==> config.mk <==
export PLATFORM = sky130hd
export DESIGN_NAME = mem_access_ctrl_flat
export DESIGN_NICKNAME = d
export VERILOG_FILES = /design/src/rtl/mem_access_ctrl_pkg.sv /design/src/rtl/mem_access_ctrl_if.sv /design/src/rtl/mem_access_ctrl_load_extender.sv /design/src/rtl/mem_access_ctrl.sv /design/src/flat_wrapper.sv
export SDC_FILE = /design/constraint.sdc
export NUM_CORES = 1
export LEC_CHECK = 0
export CAP_MARGIN = 20
export CELL_PAD_IN_SITES_DETAIL_PLACEMENT = 1
export CELL_PAD_IN_SITES_GLOBAL_PLACEMENT = 1
export CORE_ASPECT_RATIO = 0.6
export CORE_UTILIZATION = 32
export DETAILED_ROUTE_END_ITERATION = 8
export PLACE_DENSITY_LB_ADDON = 0.2
export SLEW_MARGIN = 25
export SYNTH_ARGS = -nofsm -noshare
export SYNTH_HDL_FRONTEND = slang
export SYNTH_SLANG_ARGS = --single-unit
export TNS_END_PERCENT = 20
==> constraint.sdc <==
create_clock -name clk -period 2.9 [get_ports clk]
set_input_delay 0.58 -clock clk [delete_from_list [all_inputs] [get_ports clk]]
set_output_delay 0.58 -clock clk [all_outputs]
set_load 0.01 [all_outputs]
==> src/rtl/mem_access_ctrl_pkg.sv <==
// Shared op encodings, FSM states and access-legality helpers for the load/store sequencer.
package mem_access_pkg;

  localparam logic [2:0] OP_B  = 3'b000;
  localparam logic [2:0] OP_H  = 3'b001;
  localparam logic [2:0] OP_W  = 3'b011;
  localparam logic [2:0] OP_BU = 3'b100;
  localparam logic [2:0] OP_HU = 3'b101;

  localparam int unsigned DEFAULT_TIMEOUT = 255;

  typedef enum logic [1:0] {
    StIdle,
    StReq,
    StDone
  } state_e;

  function automatic logic access_legal(input logic is_store, input logic [2:0] op,
                                        input logic [1:0] lane);
    logic ok;
    case (op)
      OP_B:    ok = 1'b1;
      OP_H:    ok = ~lane[0];
      OP_W:    ok = (lane == 2'b00);
      OP_BU:   ok = ~is_store;
      OP_HU:   ok = ~is_store & ~lane[0];
      default: ok = 1'b0;
    endcase
    return ok;
  endfunction

  function automatic logic [3:0] lane_enables(input logic [2:0] op, input logic [1:0] lane);
    logic [3:0] be;
    case (op)
      OP_B, OP_BU: be = 4'b0001 << lane;
      OP_H, OP_HU: be = lane[1] ? 4'b1100 : 4'b0011;
      default:     be = 4'b1111;
    endcase
    return be;
  endfunction

endpackage

==> src/rtl/mem_access_ctrl_if.sv <==
// Request/acknowledge data-memory port between the sequencer (master) and memory (slave).
interface mem_access_ctrl_if;
  logic        mem_req;
  logic        mem_we;
  logic [31:0] mem_addr;
  logic [3:0]  mem_be;
  logic [31:0] mem_wdata;
  logic        mem_ack;
  logic [31:0] mem_rdata;

  modport master (
    output mem_req, mem_we, mem_addr, mem_be, mem_wdata,
    input  mem_ack, mem_rdata
  );

  modport slave (
    input  mem_req, mem_we, mem_addr, mem_be, mem_wdata,
    output mem_ack, mem_rdata
  );
endinterface

==> src/rtl/mem_access_ctrl_load_extender.sv <==
// Combinational load alignment: picks the addressed byte/half and zero- or sign-extends it.
module load_extender
  import mem_access_pkg::*;
(
  input  logic [31:0] i_word,
  input  logic [1:0]  i_lane,
  input  logic [2:0]  i_op,
  output logic [31:0] o_result
);

  logic [7:0]  w_byte;
  logic [15:0] w_half;
  logic        w_signed;

  always_comb begin
    w_byte   = i_word[{i_lane, 3'b000} +: 8];
    w_half   = i_lane[1] ? i_word[31:16] : i_word[15:0];
    // Unsigned variants carry opcode bit 2 set.
    w_signed = ~i_op[2];
    case (i_op)
      OP_B, OP_BU: o_result = {{24{w_signed & w_byte[7]}}, w_byte};
      OP_H, OP_HU: o_result = {{16{w_signed & w_half[15]}}, w_half};
      default:     o_result = i_word;
    endcase
  end

endmodule

==> src/rtl/mem_access_ctrl.sv <==
// Load/store sequencer: one access per transaction over a req/ack memory port,
// with lane selection, store replication, load extension and timeout abort.
module mem_access_ctrl
  import mem_access_pkg::*;
#(
  parameter int unsigned TIMEOUT = DEFAULT_TIMEOUT
) (
  input  logic                      clk,
  input  logic                      rst,
  input  logic                      start,
  input  logic                      is_store,
  input  logic [2:0]                op,
  input  logic [31:0]               addr,
  input  logic [31:0]               wdata,
  mem_access_ctrl_if.master         mem,
  output logic                      busy,
  output logic                      done,
  output logic [31:0]               rdata,
  output logic                      addr_err,
  output logic                      bus_err
);

  localparam logic [15:0] TimeoutCount = 16'(TIMEOUT);

  state_e      r_state, w_state_next;
  logic        r_is_store;
  logic [2:0]  r_op;
  logic [31:0] r_addr;
  logic [31:0] r_wdata;
  logic [31:0] r_rdata;
  logic        r_addr_err;
  logic        r_bus_err;
  logic [15:0] r_wait;

  logic        w_legal;
  logic [15:0] w_wait_inc;
  logic        w_timeout;
  logic [31:0] w_load_data;

  assign w_legal    = access_legal(is_store, op, addr[1:0]);
  assign w_wait_inc = r_wait + 16'd1;
  assign w_timeout  = (w_wait_inc == TimeoutCount);

  load_extender u_load_extender (
    .i_word   (mem.mem_rdata),
    .i_lane   (r_addr[1:0]),
    .i_op     (r_op),
    .o_result (w_load_data)
  );

  always_comb begin
    w_state_next   = r_state;
    mem.mem_req    = 1'b0;
    mem.mem_we     = 1'b0;
    mem.mem_addr   = 32'd0;
    mem.mem_be     = 4'd0;
    mem.mem_wdata  = 32'd0;
    busy           = (r_state != StIdle);
    done           = 1'b0;
    addr_err       = 1'b0;
    bus_err        = 1'b0;
    rdata          = r_rdata;

    case (r_state)
      StIdle: begin
        if (start) w_state_next = w_legal ? StReq : StDone;
      end
      StReq: begin
        mem.mem_req  = 1'b1;
        mem.mem_we   = r_is_store;
        mem.mem_addr = {r_addr[31:2], 2'b00};
        mem.mem_be   = lane_enables(r_op, r_addr[1:0]);
        if (r_is_store) begin
          case (r_op[1:0])
            2'b00:   mem.mem_wdata = {4{r_wdata[7:0]}};
            2'b01:   mem.mem_wdata = {2{r_wdata[15:0]}};
            default: mem.mem_wdata = r_wdata;
          endcase
        end
        // Ack on the final allowed cycle still wins over the timeout.
        if (mem.mem_ack || w_timeout) w_state_next = StDone;
      end
      StDone: begin
        done         = 1'b1;
        addr_err     = r_addr_err;
        bus_err      = r_bus_err;
        w_state_next = StIdle;
      end
      default: w_state_next = StIdle;
    endcase
  end

  always_ff @(posedge clk) begin
    if (rst) begin
      r_state    <= StIdle;
      r_is_store <= 1'b0;
      r_op       <= 3'd0;
      r_addr     <= 32'd0;
      r_wdata    <= 32'd0;
      r_rdata    <= 32'd0;
      r_addr_err <= 1'b0;
      r_bus_err  <= 1'b0;
      r_wait     <= 16'd0;
    end else begin
      r_state <= w_state_next;
      case (r_state)
        StIdle: begin
          if (start) begin
            r_is_store <= is_store;
            r_op       <= op;
            r_addr     <= addr;
            r_wdata    <= wdata;
            r_wait     <= 16'd0;
            r_addr_err <= ~w_legal;
            r_bus_err  <= 1'b0;
            if (!w_legal) r_rdata <= 32'd0;
          end
        end
        StReq: begin
          r_wait <= w_wait_inc;
          if (mem.mem_ack) begin
            r_rdata <= r_is_store ? 32'd0 : w_load_data;
          end else if (w_timeout) begin
            r_bus_err <= 1'b1;
            r_rdata   <= 32'd0;
          end
        end
        default: ;
      endcase
    end
  end

endmodule
==> src/flat_wrapper.sv <==
// flat-port wrapper written by rule: the top's interface ports become plain ports
module mem_access_ctrl_flat import mem_access_pkg::*;
#(
  parameter int unsigned TIMEOUT = DEFAULT_TIMEOUT
)
  (clk, rst, start, is_store, op, addr, wdata, busy, done, rdata, addr_err, bus_err, mem_mem_req, mem_mem_we, mem_mem_addr, mem_mem_be, mem_mem_wdata, mem_mem_ack, mem_mem_rdata);
  mem_access_ctrl_if mem_i ();
  input  logic clk;
  input  logic rst;
  input  logic start;
  input  logic is_store;
  input  logic [2:0] op;
  input  logic [31:0] addr;
  input  logic [31:0] wdata;
  output logic busy;
  output logic done;
  output logic [31:0] rdata;
  output logic addr_err;
  output logic bus_err;
  output wire logic [$bits(mem_i.mem_req)-1:0] mem_mem_req;
  output wire logic [$bits(mem_i.mem_we)-1:0] mem_mem_we;
  output wire logic [$bits(mem_i.mem_addr)-1:0] mem_mem_addr;
  output wire logic [$bits(mem_i.mem_be)-1:0] mem_mem_be;
  output wire logic [$bits(mem_i.mem_wdata)-1:0] mem_mem_wdata;
  input wire logic [$bits(mem_i.mem_ack)-1:0] mem_mem_ack;
  input wire logic [$bits(mem_i.mem_rdata)-1:0] mem_mem_rdata;
  assign mem_mem_req = mem_i.mem_req;
  assign mem_mem_we = mem_i.mem_we;
  assign mem_mem_addr = mem_i.mem_addr;
  assign mem_mem_be = mem_i.mem_be;
  assign mem_mem_wdata = mem_i.mem_wdata;
  assign mem_i.mem_ack = mem_mem_ack;
  assign mem_i.mem_rdata = mem_mem_rdata;
  mem_access_ctrl #(.TIMEOUT(TIMEOUT)) u_core (.clk(clk), .rst(rst), .start(start), .is_store(is_store), .op(op), .addr(addr), .wdata(wdata), .mem(mem_i), .busy(busy), .done(done), .rdata(rdata), .addr_err(addr_err), .bus_err(bus_err));
endmodule
### Word-level counts from Yosys, hierarchy flattened

Index checks and enable logic that the tools add are counted.

| storage, ports and cells | value |
|---|---|
| output and inout bits | 106 |
| logic and storage cells | 82 |
| register bits | 120 |

| cells by class | value |
|---|---|
| mux-type cells | 31 |
| equality and inequality tests | 17 |
| bitwise logic cells | 7 |
| shift operators | 2 |
| reductions and logical operators | 15 |
| add/sub/neg operators | 1 |

Operator list:

| operator | number |
|---|---|
| two-way mux 32 bit | 8 |
| case mux 32 bit (2 select lines) | 3 |
| two-way mux 16 bit | 2 |
| case mux 16 bit (2 select lines) | 1 |
| variable part select 32 x 6 -> 8 bit | 1 |
| adder 16 x 1 -> 16 bit, second input constant | 1 |
| == test 16 x 8 -> 1 bit, second input constant | 1 |
| == test 3 bit, second input constant | 4 |
| two-way mux 1 bit | 8 |
| two-way mux 4 bit | 2 |
| case mux 4 bit (2 select lines) | 1 |
| AND reduction 4 bit | 2 |
| == test 3 x 1 -> 1 bit, second input constant | 2 |
| logical NOT 2 bit | 3 |
| logical NOT 3 bit | 2 |
| two-way mux 2 bit | 3 |
| inequality test 2 bit, second input constant | 3 |
| AND reduction 2 bit | 3 |
| case mux 1 bit (5 select lines) | 1 |
| == test 2 x 1 -> 1 bit, second input constant | 2 |
| inequality test 2 x 1 -> 1 bit, second input constant | 2 |
| NOT 1 bit | 4 |
| case mux 2 bit (2 select lines) | 1 |
| nonzero test 2 bit | 2 |
| other kinds (8) | 11 |

### Longest topological paths before layout

| logic depth | value |
|---|---|
| depth after elaboration | 6 |
| mapped depth | 9 |

### Modules after synthesis

Synthesis repeated with hierarchy kept, for this count alone.

| unflattened totals | value |
|---|---|
| cell total of the unflattened synthesis | 896 |
| area, all modules | 6577.6 sq um |

By module, submodules not included:

| module | instances | sequential area each (sq um) | area an instance (sq um) | cells an instance |
|---|---|---|---|---|
| mem_access_ctrl | 1 | 2402.3 | 5860.6 | 770 |
| load_extender | 1 | 0.0 | 716.9 | 126 |

### Worst setup path after synthesis

Ideal clock, no wire load.

| path | value |
|---|---|
| path type | register to register |
| start point | register u_core.r_wait[0] |
| end point | register u_core.r_rdata[10], in the netlist u_core.rdata[10] |
| arrival | 2.245 ns |
| stages on the path, launching flop included | 9 |
| period minus slack after synthesis | 2.322 ns |
| buffers on the path | 1 |
| library setup time | 0.077 ns |
| slack | 0.578 ns |
| cells stage by stage | dfxtp_1 -> ha_1 -> nand3_1 -> nor3_2 -> mux2_2 -> a41oi_1 -> o31ai_4 -> buf_6 -> o22ai_1 |

| on the way | value |
|---|---|
| cells in the longest elaborated chain, start to end | 4 |

RTL lines:

| item | line | RTL |
|---|---|---|
| start: declaration | mem_access_ctrl.sv:33 | `logic [15:0] r_wait;` |
| start signal: assignment | mem_access_ctrl.sv:120 | `r_wait <= w_wait_inc;` |
| adder 16 x 1 -> 16 bit | mem_access_ctrl.sv:41 | `assign w_wait_inc = r_wait + 16'd1;` |
| == test 16 x 8 -> 1 bit | mem_access_ctrl.sv:42 | `assign w_timeout = (w_wait_inc == TimeoutCount);` |
| inequality test 3 x 2 -> 1 bit (no line) | -- |  |
| AND reduction 4 bit (no line) | -- |  |
| end signal: assignment | mem_access_ctrl.sv:122 | `r_rdata <= r_is_store ? 32'd0 : w_load_data;` |
| end: declaration | mem_access_ctrl.sv:30 | `logic [31:0] r_rdata;` |

Every way passes these cells.
A chain may end at the register's enable or synchronous reset.

### Final worst setup path

| path | value |
|---|---|
| start point | register u_core.r_state[1] |
| end point | output port mem_mem_be[2] |

| on the way | value |
|---|---|
| cells in the longest elaborated chain, start to end | 2 |

RTL lines:

| item | line | RTL |
|---|---|---|
| start: declaration | mem_access_ctrl.sv:25 | `state_e r_state, w_state_next;` |
| start signal: assignment | mem_access_ctrl.sv:95 | `r_state <= StIdle;` |
| start signal: assignment | mem_access_ctrl.sv:105 | `r_state <= w_state_next;` |
| == test 2 x 1 -> 1 bit | mem_access_ctrl.sv:64 | `case (r_state)` |
| two-way mux 4 bit | mem_access_ctrl.sv:64 |  |
| end: declaration | flat_wrapper.sv:23 | `output wire logic [$bits(mem_i.mem_be)-1:0] mem_mem_be;` |

Every way passes these cells.

==> run metrics <==
count of pins over their slew limit=0; static leakage=0.003184 uW; post-synthesis mux area share=5.416%; Worst IR Drop VDD=408.7 uV; Clock Latency Late Sink=0.42 ns; launching point of the worst reg2reg path=u_core.r_wait[0]; GR Overflow Total=0; synthesis warning total=0; XOR/XNOR Fraction of Synth Area=0.2916%; Worst Setup SP=u_core.r_state[1]; worst reg2reg endpoint=u_core.r_state[0]; IO buf count=207; portion of synthesized cell area occupied by the leading cell type=39.99%; number of instances in the synthesized netlist=818; share of flip-flops with an asynchronous set or reset after synthesis=0%; clock tree skew after final layout=0.01574 ns; pre-CTS setup slack=0.1604 ns; power density over cell area=522.3 mW/mm2; FF-to-FF path depth=8; critical path type=flop to primary output; CP Data Arrival Time=2.20 ns; area leader, netlist=sky130_fd_sc_hd__dfxtp_1; Max transition margin=32.90%; clock share of power=45.4%; complex-gate fraction of the synthesized area=20.54%; worst slew pin tran=0.9988 ns; run status=finished, final reports clean; overall power=4650 uW; DRT Pass-1 Iters=4; Clock transition at path regs=0.06 ns; peak clock frequency supported by timing=0.3599 GHz; fraction of the mapped netlist area in adder cells=0.4166%; startpoint class of the critical path=flop; Std-Cell Core Area=0.01821 mm2; worst-path cell chain=nand2b_1 -> inv_2 -> buf_12 -> o21ai_0 -> a21oi_1 -> clkdlybuf4s50_1; share of cells above drive strength 1=7.334%; switching share of power=29.22%; Buffers & Inverters on Critical Path=3; setup ws final=0.1214 ns; first-pass GRT wire length=35.02 mm; Top delay family on crit path=buffers and inverters; synth unique cells=52; combinational family with the most area after synthesis=simple AND/OR/NAND/NOR gates; number of cells on the critical path=6; Die Area=0.01934 mm2; post-synthesis register bit count=120; via count of the first global-routing pass=6491; mean post-synth cell area=7.344 um2; most area-consuming cells after synthesis=sky130_fd_sc_hd__dfxtp_1, sky130_fd_sc_hd__nand2_1, sky130_fd_sc_hd__a21oi_1, sky130_fd_sc_hd__mux2i_1, sky130_fd_sc_hd__nor2_1; Reg power frac=38.6%; switching power of the nets=1359 uW; number of design rule violations left after detail routing=0; reg-to-reg setup timing slack=0.26 ns; sequential cell area fraction in the yosys report=39.99%; initial detailed-routing violation count=305; area added between synthesis and finish=48.22%; post-detailed-route via-to-cell ratio=5.108; post-layout minimum cycle time=2.779 ns; predominant post-synthesis flop cell=sky130_fd_sc_hd__dfxtp_1; critical-path maximum fanout=29; clock root buffer=sky130_fd_sc_hd__clkbuf_16; Slowest cell on crit path=sky130_fd_sc_hd__clkdlybuf4s50_1; data required time at the worst endpoint=2.32 ns; maximum number of pins on one net before global-route repair=89; last weighted congestion value of the routability-driven placer=0.8186; endpoints failing setup=0; detailed-route wire length per cell=17.95 um; initial core utilization=32.99%; CTS tree=done; count of final hold-check violations=0; Ports=210; commonest non-fill, non-tap cell in the layout=sky130_fd_sc_hd__clkdlybuf4s50_1; Detail Placement HPWL=15.45 mm; EDFF count, synth=0; number of nets at the end of the flow=1102; wire length reported by the detailed router=22.41 mm; die outline height=108.1 um; antenna violations before repair=1; portion of total power attributed to combinational logic=16.0%; CTS Buffer Depth=2; Tcrit/Tclk final=95.81%; clock tree sinks=120; Critical Path End=mem_mem_be[2]; Fill cells=2211; Post-Syn Area=0.006007 mm2; most used cells in the layout excluding fill and tap cells=sky130_fd_sc_hd__clkdlybuf4s50_1, sky130_fd_sc_hd__nand2_1, sky130_fd_sc_hd__dfxtp_1; H-tree level count=4; setup repair after global routing missed its margin=false; Site Rows=38; total vias in the final route=6380; # Max-Cap Violations=0; diode count=0; chip width=178.9 um; Internal Dissipation=3291 uW; class of the tightest hold or removal check=flop to flop; TritonCTS buffer count=17; Critical Path Sink Type=primary output; GRT Resource Usage Total=23.48%; simple-gate share of the synthesized area=25.24%; remaining number of nets flagged by the antenna check after routing=0; Critical Path Max Stage Delay=0.55 ns
-- registers in the layout, summed over array words and instances (netlist names) --
| signal | cells |
|---|---|
| u_core.r_addr_err | 1 |
| u_core.r_addr | 32 |
| u_core.r_wdata | 32 |
| u_core.r_state | 2 |
| u_core.r_is_store | 1 |
| u_core.r_wait | 16 |
| u_core.r_op | 3 |
| u_core.r_bus_err | 1 |
| u_core.rdata | 32 |
-- kinds of logic after synthesis --
kind of cell    after synthesis
other cells                   1
fa+ha+maj                     2
mux                          31
buf+inv                     117
xor+xnor                      2
compound gates              204
simple gates                341
flops                       120
-- power by group through the flow --
stage               registers (uW)  logic [uW]  clock network, uW
CTS                           1790         742               2140
floorplan                     1810         399                  0
global route                  1810         814               2220
detailed placement            1830         732                  0
finish                        1790         746               2110
global placement              1830         722                  0
-- cell usage after synthesis (4+ instances only) --
cell type and count:
sky130_fd_sc_hd__nand2_1 180, sky130_fd_sc_hd__dfxtp_1 120, sky130_fd_sc_hd__a21oi_1 104, sky130_fd_sc_hd__nor2_1 74, sky130_fd_sc_hd__clkbuf_1 58, sky130_fd_sc_hd__inv_1 46, sky130_fd_sc_hd__and2_1 33, sky130_fd_sc_hd__mux2i_1 28
sky130_fd_sc_hd__o21ai_0 27, sky130_fd_sc_hd__o22ai_1 26, sky130_fd_sc_hd__and3_1 10, sky130_fd_sc_hd__a311oi_1 8, sky130_fd_sc_hd__a221oi_1 7, sky130_fd_sc_hd__nand3_1 7, sky130_fd_sc_hd__nor3_1 7, sky130_fd_sc_hd__nor3b_1 7
sky130_fd_sc_hd__o21ai_1 6, sky130_fd_sc_hd__o221ai_1 6, sky130_fd_sc_hd__a211oi_1 5, sky130_fd_sc_hd__buf_4 5, sky130_fd_sc_hd__nor2b_1 5, sky130_fd_sc_hd__nand4_1 4
-- worst min path at each step --
stage | from | endpoint | slack [ns] | depth (start not counted)
floorplan | u_core.r_addr[10] | u_core.r_addr[10] | 0.43 | 2
global placement | u_core.r_addr[9] | u_core.r_addr[9] | 0.44 | 2
detailed placement | u_core.r_addr[5] | u_core.r_addr[5] | 0.44 | 2
CTS | u_core.r_addr[10] | u_core.r_addr[10] | 0.45 | 2
global route | u_core.r_addr[7] | u_core.r_addr[7] | 0.47 | 2
finish | u_core.r_addr[10] | u_core.r_addr[10] | 0.45 | 2
-- repair_timing --
action | 4_1_cts | 5_1_grt
resized for setup | 4 | 6
setup buffers | 0 | 0
endpoints found under the setup margin | 6 | 12
gates cloned | 0 | 1
hold buffers | 0 | 0
-- final cells by class --
class	count	area [um2]	share of cell area [%]
Clock buffer	18	439.2	4.933
Clock inverter	14	137.6	1.546
Inverter	46	172.7	1.939
Multi-Input combinational cell	582	3148	35.36
Sequential cell	120	2404	27.00
Tap cell	240	300.3	3.373
Timing Repair Buffer	229	2302	25.86
-- metal layers --
layer	wire (um)	up-vias	GRT usage (%)
met4	144	2	4.903
met5	13	-	0
met2	9659	173	35.33
met1	10840	3081	32.64
li1	-	3110	-
met3	1751	14	7.384
-- worst min-delay path, stage by stage, from the launching register on --
cell and delay [ns]:
sky130_fd_sc_hd__dfxtp_1 0.30, sky130_fd_sc_hd__nand2_1 0.05, sky130_fd_sc_hd__a21oi_1 0.05
-- through the flow --
stage / area, um2 / TNS (ns) / hold slack (ns) / util [%] / std cells
3_3_place_gp: 8268 / 0 / 0.4394 / 45.40 / 1216
4_1_cts: 8860 / -0.004991 / 0.4520 / 48.65 / 1248
6_report: 8904 / 0 / 0.4502 / 48.89 / 1249
3_5_place_dp: 8268 / 0 / 0.4435 / 45.40 / 1216
5_1_grt: 8904 / 0 / 0.4728 / 48.89 / 1249
2_1_floorplan: 6011 / 0 / 0.4317 / - / 819
Power figures use the tool's default switching activity.
==> RTL edit 1, RTL diff (same flow settings) <==
Make the reset (`rst`) asynchronous in one clocked block.
--- a/src/rtl/mem_access_ctrl.sv
+++ b/src/rtl/mem_access_ctrl.sv
@@ -91,5 +91,5 @@
   end
 
-  always_ff @(posedge clk) begin
+  always_ff @(posedge clk or posedge rst) begin
     if (rst) begin
       r_state    <= StIdle;
Behaviour: differs if rst is asserted again (counterexample within 4 cycles, from zero or initial values and one cycle with rst high); with rst held inactive, the same outputs for 4 cycles.
==> RTL edit 1 against the unedited design <==
Clock skew shrank 0.0059 ns; sequential cell count is the same; maximum frequency shrank 0.36%; non-clock buffer count grew 3; global-route usage shrank 1.1 points; routed wire length grew 1.2%; area after synthesis grew 9.0%; worst hold slack gained 0.045 ns; setup slack lost 0.010 ns; critical endpoint is now mem_mem_wdata[15]; design area grew 6.0%; count of clock-buffer cells in the layout grew 2; synthesized cell count shrank 21%.
Power is not compared: it rests on default switching activity, and its combinational part moved more than twofold at a synthesized area within 25%.
==> RTL edit 1: results (changes against the unedited design) <==
[metrics] largest driver fanout on the critical path: 9 (-69%)
[metrics] vias in the first global route: 6246 (-3.8%)
[metrics] filler cell count: 2203 (-0.36%)
[metrics] initial antenna violation count: 2 (+1)
[metrics] detailed-route wire length: 22.7 mm (+1.2%)
[metrics] Worst setup endpoint: mem_mem_wdata[15]
[metrics] outcome: finished, final reports clean
[metrics] setup skew after layout: 0.00988 ns (-0.00586 ns)
[metrics] worst slack on hold paths: 0.495 ns (+0.0449 ns)
[metrics] Hold Path Cell Cnt: 1 (-1)
[metrics] max-slew headroom at the worst pin: 0.539 (+0.210)
[metrics] weighted congestion reported at the end of routability-driven placement: 0.939 (+15%)
[metrics] launch instance of the worst register-to-register path: u_core.r_wait[0]$_DFFE_PP0P_
[metrics] global-route usage over all layers: 0.224 (-0.0113)
[metrics] Post-Place Worst Slack: 0.158 ns (-0.00199 ns)
[metrics] terminus of the critical flop-to-flop path: u_core.rdata[14]$_DFFE_PP0P_
[metrics] proportion of synthesized chip area in sequential cells: 0.459 (+0.0588)
[metrics] largest net degree at the start of global routing: 121 (+36%)
[metrics] worst reg2reg setup slack: 0.45 ns (+0.19 ns)
[metrics] Async S/R FF share, synth: 1.00 (+1.00)
[metrics] fraction of final layout cells with drive strength greater than 1: 0.167 (+0.0937)
[metrics] per-cell via count in the routed design: 5.12 (+0.31%)
[metrics] Min-Delay Endpoint: u_core.rdata[6]$_DFFE_PP0P_
[metrics] number of gates resized after cts: 0 (-4)
[metrics] TritonRoute pass-1 iters: 7 (+3)
[metrics] beginning of the worst hold path: u_core.rdata[6]$_DFFE_PP0P_
[metrics] top cells by instance count after synthesis: sky130_fd_sc_hd__dfrtp_1, sky130_fd_sc_hd__mux2_2, sky130_fd_sc_hd__nand2_1, sky130_fd_sc_hd__nor2_1, sky130_fd_sc_hd__a21oi_1
[metrics] achievable frequency: 359 MHz (-0.36%)
## RTL edit 1: cell types whose count changed after synthesis, sizes merged, moves of 9 or more
cell	unedited run	this run
a31o	1	32
dfxtp	120	0
nand2	180	52
nand2b	1	10
clkbuf	58	34
inv	46	27
nor2	74	52
a21oi	104	49
dfrtp	0	120
o22ai	26	2
mux2i	28	18
mux2	2	68
## RTL edit 1: metal layers
| layer | part of all wire | routed length, um | GRT usage | vias up |
|---|---|---|---|---|
| met2 | 0.45 | 10200 | 0.341 | 152 |
| met4 | 0.019 | 433 | 0.0940 | 0 |
| li1 | - | - | - | 2676 |
| met3 | 0.075 | 1700 | 0.0760 | 31 |
| met5 | 0 | 0 | 0 | - |
| met1 | 0.45 | 10300 | 0.290 | 2931 |
## RTL edit 1: logic make-up after synthesis
family / count (synthesis) / share of synthesized area
compound gates: 151 / 0.153
other cells: 1 / 0.000573
fa+ha+maj: 2 / 0.00382
buf+inv: 80 / 0.0711
xor+xnor: 6 / 0.00803
simple gates: 199 / 0.160
flops: 120 / 0.459
mux: 86 / 0.145
## RTL edit 1: layout make-up
| cell class | count | area share |
|---|---|---|
| Multi-Input combinational cell | 446 | 0.327 |
| Sequential cell | 120 | 0.318 |
| Inverter | 27 | 0.0111 |
| Timing Repair Buffer | 232 | 0.244 |
| Antenna cell | 1 | 0.000265 |
| Tap cell | 273 | 0.0362 |
| Clock inverter | 11 | 0.0158 |
| Clock buffer | 20 | 0.0473 |
## RTL edit 1: power breakdown
part | switching, mW | internal [mW] | leakage, nW
registers | 0.306 | 2.06 | 1.51
logic | 1.00 | 1.05 | 2.33
clock network | 0.836 | 1.37 | 0.282
total | 2.14 | 4.48 | 4.12
## RTL edit 1: worst max-delay path, cell delays in order, from the launching register on
cell and delay [ns]:
sky130_fd_sc_hd__dfrtp_1 0.45, sky130_fd_sc_hd__buf_4 0.23, sky130_fd_sc_hd__nor2_1 0.15, sky130_fd_sc_hd__buf_4 0.18, sky130_fd_sc_hd__nand2_1 0.06, sky130_fd_sc_hd__a21oi_1 0.14
sky130_fd_sc_hd__clkdlybuf4s50_1 0.57
## RTL edit 1: through the flow
| step | util | setup TNS [ns] | instances |
|---|---|---|---|
| final | 0.472 | 0 | 1130 |
| after detailed placement | 0.441 | 0 | 1098 |
| after CTS | 0.471 | 0 | 1129 |
| after global routing | 0.472 | -0.0167 | 1129 |
| after floorplan | - | 0 | 646 |
| after global placement | 0.441 | 0 | 1098 |
==> RTL edit 2, RTL diff (same settings) <==
Without the edit above. Change the package constant `DEFAULT_TIMEOUT` from 255 to 128.
--- a/src/rtl/mem_access_ctrl_pkg.sv
+++ b/src/rtl/mem_access_ctrl_pkg.sv
@@ -8,5 +8,5 @@
   localparam logic [2:0] OP_HU = 3'b101;
 
-  localparam int unsigned DEFAULT_TIMEOUT = 255;
+  localparam int unsigned DEFAULT_TIMEOUT = 128;
 
   typedef enum logic [1:0] {
Function: no difference found for any inputs over 4 cycles, from zero or initial values and one cycle with rst high; that may be too few to reach the edited logic, so the function may still have changed.
==> RTL edit 2 against the unedited design <==
Clock skew barely moved; cell count grew 6.7%; area after synthesis is 7.0% higher; utilization down 0.58 points; routed wire length increased by 7.0%; power rose by 0.30%; design area increased by 4.9%; setup slack lost 0.027 ns; sequential cell count is the same; first-iteration DRC count rose by 64%; critical path type unchanged.
==> RTL edit 2: results (changes against the unedited design) <==
[metrics] outcome: finished, final reports clean
[metrics] per-cell via count in the routed design: 5.22 (+2.2%)
[metrics] global-route wire length before repair: 38.0 mm (+8.4%)
[metrics] TritonRoute pass-1 iters: 5 (+1)
[metrics] top cells by instance count after synthesis: sky130_fd_sc_hd__nand2_1, sky130_fd_sc_hd__a21oi_1, sky130_fd_sc_hd__dfxtp_1, sky130_fd_sc_hd__nor2_1, sky130_fd_sc_hd__clkbuf_1
[metrics] proportion of synthesized chip area in sequential cells: 0.374 (-0.0262)
[metrics] post-layout net count: 1160 (+5.3%)
[metrics] vias in the first global route: 6863 (+5.7%)
[metrics] Post-Place Worst Slack: 0.243 ns (+0.0828 ns)
[metrics] max-slew headroom at the worst pin: 0.528 (+0.199)
[metrics] setup skew after layout: 0.0162 ns (+0.000441 ns)
[metrics] area of placed instances: 8730 um^2 (+5.6%)
[metrics] initial antenna violation count: 0 (-1)
[metrics] leakage power: 3.42 nW (+7.3%)
[metrics] critical path arrival: 2.23 ns (+0.03 ns)
[metrics] cell count after synthesis: 874 (+6.8%)
[metrics] largest driver fanout on the critical path: 25 (-14%)
[metrics] count of routing violations after the opening detailed-route iteration: 500 (+64%)
[metrics] beginning of the worst hold path: rst
[metrics] top area cells in the synthesized netlist: sky130_fd_sc_hd__dfxtp_1, sky130_fd_sc_hd__nand2_1, sky130_fd_sc_hd__a21oi_1, sky130_fd_sc_hd__nor2_1, sky130_fd_sc_hd__mux2i_1
[metrics] total placed cells including tap cells: 1299 (+6.8%)
[metrics] fraction of final layout cells with drive strength greater than 1: 0.0825 (+0.00913)
[metrics] Routed WL per cell: 18.0 um (+0.26%)
[metrics] detailed-route wire length: 24.0 mm (+7.0%)
[metrics] half-perimeter wire length of the detailed placement result: 16.7 mm (+7.8%)
## RTL edit 2: cell types whose count changed after synthesis, sizes merged, moves of 10 or more
cell,before,now
o22ai,26,0
inv,46,22
a21oi,104,126
a22oi,2,26
nand2,180,190
a31o,1,23
a2111oi,1,11
o21ai,33,16
## RTL edit 2: worst paths after layout
check / slack [ns] / endpoint
setup / recovery: 0.09 / mem_mem_wdata[12]
hold reg to reg: 0.45 / u_core.r_addr[13]$_SDFFE_PP0P_
hold / removal: 0.39 / u_core.rdata[14]$_SDFFE_PP0P_
setup reg to reg: 0.26 / u_core.rdata[5]$_SDFFE_PP0P_
## RTL edit 2: per-layer routing
layer  up-vias  global-route usage  part of all wire
li1       3394                   -                 -
met1      3354               0.335              0.49
met2       195               0.347              0.43
met3        15              0.0677             0.069
met4         0              0.0601            0.0084
met5         -                   0                 0
## RTL edit 2: repair_timing
item	in CTS	in global routing
hold endpoints to repair	0	0
setup buffers	2	0
endpoints found under the setup margin	31	6
resized for setup	1	2
## RTL edit 2: final cells by class
cell class | instances | area (um^2)
Fill cell | 2345 | 9990
Multi-Input combinational cell | 654 | 3610
Sequential cell | 120 | 2400
Timing Repair Buffer | 239 | 2320
Clock buffer | 17 | 425
Tap cell | 266 | 333
Clock inverter | 15 | 156
Inverter | 22 | 85.1
## RTL edit 2: cells by family (layout without fill, tap and decap cells)
group,count (synthesis),after routing,synth area share
simple gates,373,373,0.258
compound gates,247,247,0.248
flops,120,120,0.374
buf+inv,101,293,0.0672
mux,27,27,0.0446
xor+xnor,3,3,0.00409
fa+ha+maj,2,2,0.00389
other cells,1,2,0.000583
## RTL edit 2: report_power, final
part	leakage [nW]	switching (mW)	internal, mW	total, mW
combinational	2.17	0.420	0.341	0.761
clock	0.271	0.843	1.26	2.10
sequential	0.979	0.0683	1.73	1.80
